==> src/rtl/reset_seq_gen.sv <==
// reset_seq_gen: merges power-on/software/watchdog resets and releases STAGES
// reset outputs in index order after a minimum hold, recording the reset cause.
module reset_seq_gen #(
  parameter int HOLD_CYCLES  = 16,
  parameter int STAGES       = 3,
  parameter int STAGE_GAP    = 4,
  parameter int CNT_W        = 8,
  parameter int POLARITY_OUT = 1
) (
  input  logic              clk,
  input  logic              rst_n,
  input  logic              sw_rst_req,
  input  logic              wd_rst_req,
  input  logic              cause_clr,
  output logic [STAGES-1:0] rst_out,
  output logic              rst_busy,
  output logic [2:0]        rst_cause
);
  localparam int IW = STAGES > 1 ? $clog2(STAGES) : 1;
  localparam logic [STAGES-1:0] ASSERTED = POLARITY_OUT != 0 ? '1 : '0;
  typedef enum logic [1:0] {HOLD, RELEASE, RUN} state_t;
  state_t state, state_n;
  logic [CNT_W-1:0] cnt, cnt_n;
  logic [IW-1:0] idx, idx_n;
  logic [STAGES-1:0] out_n, rel;
  logic [2:0] cause_n;
  logic busy_n, req, term;
  // idx always names the next stage to release, so the HOLD exit and every
  // RELEASE gap share the same release path.
  always_comb begin
    req     = sw_rst_req | wd_rst_req;
    rel     = STAGES'(1) << idx;
    term    = (state == HOLD && cnt == CNT_W'(HOLD_CYCLES - 1)) ||
              (state == RELEASE && cnt == CNT_W'(STAGE_GAP - 1));
    cause_n = (cause_clr ? 3'b000 : rst_cause) | {wd_rst_req, sw_rst_req, 1'b0};
    state_n = state;
    cnt_n   = cnt;
    idx_n   = idx;
    out_n   = rst_out;
    busy_n  = rst_busy;
    if (req) begin
      state_n = HOLD;
      cnt_n   = '0;
      idx_n   = '0;
      out_n   = ASSERTED;
      busy_n  = 1'b1;
    end else if (state != RUN) begin
      if (term) begin
        cnt_n = '0;
        out_n = POLARITY_OUT != 0 ? rst_out & ~rel : rst_out | rel;
        if (idx == IW'(STAGES - 1)) begin
          state_n = RUN;
          idx_n   = '0;
          busy_n  = 1'b0;
        end else begin
          state_n = RELEASE;
          idx_n   = idx + IW'(1);
        end
      end else begin
        cnt_n = cnt + CNT_W'(1);
      end
    end
  end
  always_ff @(posedge clk or negedge rst_n) begin
    if (!rst_n) begin
      state     <= HOLD;
      cnt       <= '0;
      idx       <= '0;
      rst_out   <= ASSERTED;
      rst_busy  <= 1'b1;
      rst_cause <= 3'b001;
    end else begin
      state     <= state_n;
      cnt       <= cnt_n;
      idx       <= idx_n;
      rst_out   <= out_n;
      rst_busy  <= busy_n;
      rst_cause <= cause_n;
    end
  end
endmodule

==> config.mk <==
export PLATFORM = sky130hd
export DESIGN_NAME = reset_seq_gen
export DESIGN_NICKNAME = d
export VERILOG_FILES = /design/src/rtl/reset_seq_gen.sv
export SDC_FILE = /design/constraint.sdc
export NUM_CORES = 1
export LEC_CHECK = 0
export BUFFER_PORTS_ARGS = -buffer_cell sky130_fd_sc_hd__buf_2
export CAP_MARGIN = 20
export CORE_ASPECT_RATIO = 0.8
export CORE_MARGIN = 10
export CORE_UTILIZATION = 49
export DETAILED_ROUTE_END_ITERATION = 10
export GPL_ROUTABILITY_DRIVEN = 0
export PLACE_DENSITY = 0.72
export REMOVE_ABC_BUFFERS = 1
export SLEW_MARGIN = 30
export SYNTH_ARGS = -nofsm -noshare
export SYNTH_HDL_FRONTEND = slang
export SYNTH_SLANG_ARGS = --single-unit
==> constraint.sdc <==
create_clock -name clk -period 1.6 [get_ports clk]
set_clock_uncertainty 0.1 [all_clocks]
set_input_delay 0.24 -clock clk [delete_from_list [all_inputs] [get_ports clk]]
set_output_delay 0.24 -clock clk [all_outputs]
set_load 0.01 [all_outputs]
==> summary.txt, run 1 <==
Worst setup path
  – Crit Path Class: register to register
  – Worst Path Arrival: 1680 ps
  – Critical path's top delay family: simple AND/OR/NAND/NOR gates
  – CP required: 1710 ps
  – Startpoint class of the critical path: register
  – CP max stage delay: 480 ps
  – Critical path fanouts, max: 12
  – Start point of the critical path: state[1]$_DFFE_PN0P_
  – Worst reg2reg startpoint: state[1]$_DFFE_PN0P_
  – CP Buf/Inv Count: 1
  – Max stage delay cell, worst path: or4_4
  – Crit path cell chain: nor4b_2, buf_4, or4_4, a211oi_2
  – Crit. End Element: register

GRT
  – Total Routing Usage GR: 11.9%
  – Most Crowded Layer GR: met2
  – M1 GR Usage: 16.1%
  – Met2 Usage GRT: ~16%
  – Initial antenna violation count: 0
  – Total grt overflow: 0
  – M3 GR Usage: between 5 and 6%
  – Largest net degree at the start of global routing: 20
  – Vias in the first global route: 818
  – Global-route wire length before repair: 3730 um

Yosys
  – Post-synthesis xor/xnor area fraction: less than 1%
  – Syn Std Cell Area: 940 um^2
  – Syn Inst Count: 87
  – Post-synthesis compound-gate area fraction: 20.9%
  – Area contributors post-synth: dfrtp_1, dfstp_2, o21ai_0
  – Synth unique cells: 36
  – Proportion of synthesized area in mux cells: 0%
  – Largest family of logic cells by synthesized area: simple AND/OR/NAND/NOR gates
  – Yosys top cell area share: 37.3%
  – Synth Area in Adders: 1.33%
  – Synth Register Bits: 19
  – Number of enable flip-flop cells after synthesis: 0
  – Synth Area per Inst: 10.8 um^2
  – Post-synth top cells: dfrtp_1, o21ai_0, dfstp_2
  – Area leader, netlist: dfrtp_1
  – Most common cell in the netlist: dfrtp_1
  – Most used DFF post-synth: dfrtp_1
  – Seq/Total Area, Yosys: 51.3%
  – Ys Warns: 0
  – Synth async-reset ratio: 100%
  – Post-synthesis simple-gate area fraction: 21.3%

Pwr
  – Pwr Density: 644 mW/mm^2
  – Max VDD drop: 0.632 mV
  – Leakage: 0.000498 uW

Status
  – Run status: completed

Layout
  – Final cell count without fillers: about 140
  – Core Util, Final: 65.5%
  – Net count, final: roughly 120
  – Antenna cells: 0
  – Area Overhead vs Synth: 29.4%
  – Share of cells above drive strength 1: a little over two fifths

Timing
  – Final setup fails: 0
  – Slew Limit Fails: 0
  – Hold_ws: 193 ps
  – Unrepaired setup endpoints after global routing: yes
  – Setup slack after layout: between 20 and 30 ps
  – Minimum clock period: 1570 ps
  – Final Hold Viols: 0
  – Max frequency: 636 MHz
  – Final period utilization: a little over nine tenths
  – Worst slew pin tran: 419 ps
  – Slew headroom: between 70% and 80%

CTS
  – CTS Buf Count: 3
  – Clock transition at path regs: roughly 110 ps
  – H-Tree Depth: 1
  – Root buf cell: clkbuf_4
  – CTS tree: yes
  – Max clock buf depth: 2
  – Setup Buffers After CTS: 0
  – Clk_lat worst skew: 300 ps
  – Clk sinks: 19

Floorplanning
  – Die W: around 69 um
  – Die Area: 0.00408 mm^2
  – Initial Util: ~51%
  – Top Ports: 12
  – Core Box Area: 0.00186 mm^2
  – Die height: 59.2 um
  – Row count: 14

Placed design
  – IO Port Bufs: 11
  – DP Worst Slack: -54.9 ps
  – Post-DP HPWL: 1540 um
  – Inst Count DP: 133

Detailed routing
  – WL final: 2150 um
  – Vias after detailed routing: 793
  – Via/cell ratio: 5.71
  – DR iter-0 viols: between 40 and 50
  – Number of remaining DRC errors: 0
  – Post-DRT Antenna Nets: 0
  – Post-DR wirelength/cell: 15.5 um
  – Drt pass-1 iters: 4

Worst hold path
  – Min-delay src: sw_rst_req
  – HP Class: input port to register

Run
  – Max cap viols: 0
## state kept, by name, summed over array words and instances, names as in the netlist
name       cells
rst_busy       1
state          2
idx            2
rst_out        3
rst_cause      3
cnt            8
## kinds of logic after synthesis
group	count (synthesis)
flops	19
simple gates	31
buf+inv	8
xor+xnor	1
compound gates	27
fa+ha+maj	1
## power breakdown
group	internal (uW)	switching (uW)	total [uW]
Clock	93.2	141	235
Sequential	486	4.16	491
Combinational	24.4	33.3	57.7
## per-layer routing
metal | wire length (um) | vias to the layer above
met5 | 0 | -
met4 | 20 | 0
met3 | 101 | 2
met2 | 960 | 10
met1 | 1070 | 393
li1 | - | 388
## path summary, 6_finish.rpt
check / depth (start not counted) / end / slack (ps)
setup / recovery: 4 / cnt[6]$_DFFE_PN0P_ / 30
setup reg to reg: 4 / cnt[6]$_DFFE_PN0P_ / 30
hold / removal: 3 / rst_cause[1]$_DFF_PN0_ / 190
hold reg to reg: 1 / rst_cause[2]$_DFF_PN0_ / 390
min in group asynchronous: 2 / cnt[5]$_DFFE_PN0P_ / 290
max in group asynchronous: 2 / rst_cause[0]$_DFFE_PN1P_ / 780
## tightest hold or removal path: stages
cell	delay [ps]
buf_2	100
buf_4	130
a21o_1	80
## cell type report
type / instances / area [um^2]
Inverter: 4 / 15.0
Clock inverter: 1 / 5.00
Clock buffer: 3 / 22.5
Timing Repair Buffer: 28 / 188
Multi-Input combinational cell: 60 / 470
Sequential cell: 19 / 485
Fill cell: 149 / 641
Tap cell: 24 / 30.0
## metrics by stage
step	setup TNS [ps]	total power (uW)	cell area (um^2)
floorplan	0	516	915
finish	0	783	1220
CTS	0	791	1190
global route	-29.1	834	1220
global placement	-4.16	549	1110
detailed placement	-259	551	1110
## cells in the final DEF (no fill, tap or decap), types with 4 or more instances in the layout
master,instances
dfrtp_1,11
nand3_1,4
buf_4,15
o21ai_0,8
nand2_1,4
inv_1,4
dfstp_2,5
buf_2,11
## what timing repair did
action,CTS,global route
resized for setup,5,8
pin swaps,4,4
hold endpoints to repair,15,0
hold buffers,2,0
endpoints found under the setup margin,6,11
(Power assumes the default switching activity.)
==> run 2: changes to the inputs <==
--- a/config.mk
+++ b/config.mk
@@ -12,7 +12,9 @@
 export CORE_UTILIZATION = 49
 export DETAILED_ROUTE_END_ITERATION = 10
 export GPL_ROUTABILITY_DRIVEN = 0
+export GPL_TIMING_DRIVEN = 0
 export PLACE_DENSITY = 0.72
+export RECOVER_POWER = 25
 export REMOVE_ABC_BUFFERS = 1
 export SLEW_MARGIN = 30
 export SYNTH_ARGS = -nofsm -noshare
==> constraint.sdc (replaced) <==
create_clock -name clk -period 1.6 [get_ports clk]
set_clock_uncertainty 0.1 [all_clocks]
set_input_delay 0 -clock clk [delete_from_list [all_inputs] [get_ports clk]]
set_output_delay 0 -clock clk [all_outputs]
set_load 0.01 [all_outputs]
==> run 2 against run 1 <==
Effect of this change:
- hold slack better by 55 ps
- utilization shrank 1.5 points
- power grew 1.8%
- clock power grew 5%
- global-route usage is 0.25 points higher
- die area stayed put
==> summary.txt, run 2 (synthesis results as in run 1) <==
Status
  – Run status: completed

CTS
  – Clk_lat worst skew: 300 ps
  – Clock transition at path regs: 110 ps
  – H-Tree Depth: 1
  – Root buf cell: clkbuf_4
  – Clk sinks: 19
  – CTS Buf Count: 3
  – Max clock buf depth: 2
  – CTS tree: yes

Detailed routing
  – WL final: 2490 um
  – Number of remaining DRC errors: 0
  – Drt pass-1 iters: 4
  – Post-DRT Antenna Nets: 0
  – Vias after detailed routing: 827
  – DR iter-0 viols: 74
  – Post-DR wirelength/cell: 18.9 um
  – Via/cell ratio: 6.27

Layout
  – Core Util, Final: a little under two thirds
  – Final Cell Area: 0.00119 mm^2
  – Net count, final: about 120
  – Commonest non-fill, non-tap cell in the layout: buf_2
  – FILL cells: 163
  – Largest registers: cnt: 8 flops, rst_cause: 3 flops, rst_out: 3 flops
  – Area Overhead vs Synth: 26.4%
  – Antenna cells: 0
  – Share of cells above drive strength 1: between 30% and 40%
  – Final cell count without fillers: about 130
  – Largest Register: cnt
  – Most frequent cells in the layout: buf_2, dfrtp_1, o21ai_0, dfrtp_2, dfstp_2
  – Max FFs per register: 8

GRT
  – Vias in the first global route: 777
  – Initial antenna violation count: 0
  – Global-route wire length before repair: 3730 um
  – Total Routing Usage GR: 12.1%
  – Largest net degree at the start of global routing: 20
  – Total grt overflow: 0

Floorplanning
  – Row count: 14
  – Die height: roughly 59 um
  – Initial Util: slightly above 50%
  – Die Area: 0.00408 mm^2
  – Core Box Area: between 0.0015 and 0.002 mm^2
  – Top Ports: 12
  – Die W: 69.0 um

Placed design
  – Placed inst area: around 1000 um^2
  – Post-DP HPWL: about 1400 um
  – IO Port Bufs: 11
  – DP Worst Slack: -296 ps
  – Inst Count DP: 118

Run
  – Max cap viols: 0

Worst setup path
  – Crit. End Element: register
  – Worst reg2reg startpoint: state[0]$_DFFE_PN0P_
  – Crit Path Class: register to register
  – Startpoint class of the critical path: register
  – Worst Path Arrival: 1650 ps
  – Critical path fanouts, max: 7
  – Reg2Reg Capture Point: cnt[5]$_DFFE_PN0P_
  – R2R depth: 3
  – Register-to-register setup slack: 30 ps
  – CP required: 1680 ps

Timing
  – Final period utilization: roughly 98%
  – Minimum clock period: 1570 ps
  – Worst slew pin tran: between 900 and 1000 ps
  – Slew Limit Fails: 0
  – Setup slack after layout: ~31 ps
  – Final setup fails: 0
  – Slew headroom: a little over a third
  – Max frequency: 637 MHz
  – Final Hold Viols: 0

Worst hold path
  – Hold EP: rst_cause[0]$_DFFE_PN1P_
  – Min-delay src: cause_clr
  – Worst hold path depth: 3
  – HP Class: input port to register

Pwr
  – Max VDD drop: 0.415 mV
  – Leakage: 0.000449 uW
  – Pwr Density: around 670 mW/mm^2
  – Reg power frac: 61.6%
  – P_int: around 610 uW
  – Net switching power: 190 uW
  – Clock share of power: 31.0%
  – Net Sw Frac: 23.8%
  – Overall power: about 800 uW
  – Proportion of power drawn by combinational gates: under 10%
-- run 2: how the worst max path moves through the flow --
stage	from	end	slack (ps)	cells past startpoint
6_report	state[0]$_DFFE_PN0P_	cnt[5]$_DFFE_PN0P_	30	3
5_1_grt	state[0]$_DFFE_PN0P_	cnt[5]$_DFFE_PN0P_	-20	3
4_1_cts	cnt[3]$_DFFE_PN0P_	idx[1]$_DFFE_PN0P_	-0.3	3
3_5_place_dp	cnt[0]$_DFFE_PN0P_	idx[1]$_DFFE_PN0P_	-300	4
3_3_place_gp	cnt[0]$_DFFE_PN0P_	idx[1]$_DFFE_PN0P_	-250	4
2_1_floorplan	cnt[0]$_DFFE_PN0P_	idx[0]$_DFFE_PN0P_	20	4
-- run 2: cell type report --
cell class,instances,area (um^2),share of cell area [%]
multi-input cells,62,504,42.5
flip-flops and latches,19,488,41.1
repair buffers,19,124,10.4
well taps,24,30.0,2.53
clock buffers,4,26.3,2.21
inverters,4,15.0,1.26
-- run 2: what timing repair did --
item	in CTS	in global routing
setup endpoints to repair	16	15
buffers inserted	3	1
cloned	0	2
pin swaps	0	5
hold buffers	4	0
gates resized for setup	5	10
endpoints found under the hold margin	22	0
-- run 2: worst max-delay path, cell delays in order (launching register included) --
cell and delay (ps):
dfrtp_2 490, or4b_1 510, a41oi_1 260, nor4_1 90
-- run 2: power groups by stage --
stage / Sequential, uW / Combinational [uW] / Clock (uW)
2_1_floorplan: 501 / 14.6 / 0
3_3_place_gp: 499 / 41.9 / 0
3_5_place_dp: 500 / 42.8 / 0
4_1_cts: 490 / 56.6 / 251
5_1_grt: 491 / 66.9 / 272
6_report: 490 / 59.1 / 247
-- run 2: through the flow --
stage	setup TNS, ps	hold slack (ps)
after floorplan	0	-396
after global placement	-2100	-145
after detailed placement	-2670	-141
after CTS	-0.251	61.4
after global routing	-38.8	273
final	0	248
-- run 2: per-layer routing --
metal	vias to the layer above	part of all wire, %	global-route usage, %
li1	382	-	-
met1	407	41	14.7
met2	33	49	18.2
met3	5	8.3	5.29
met4	0	1.6	5.06
met5	-	0	0
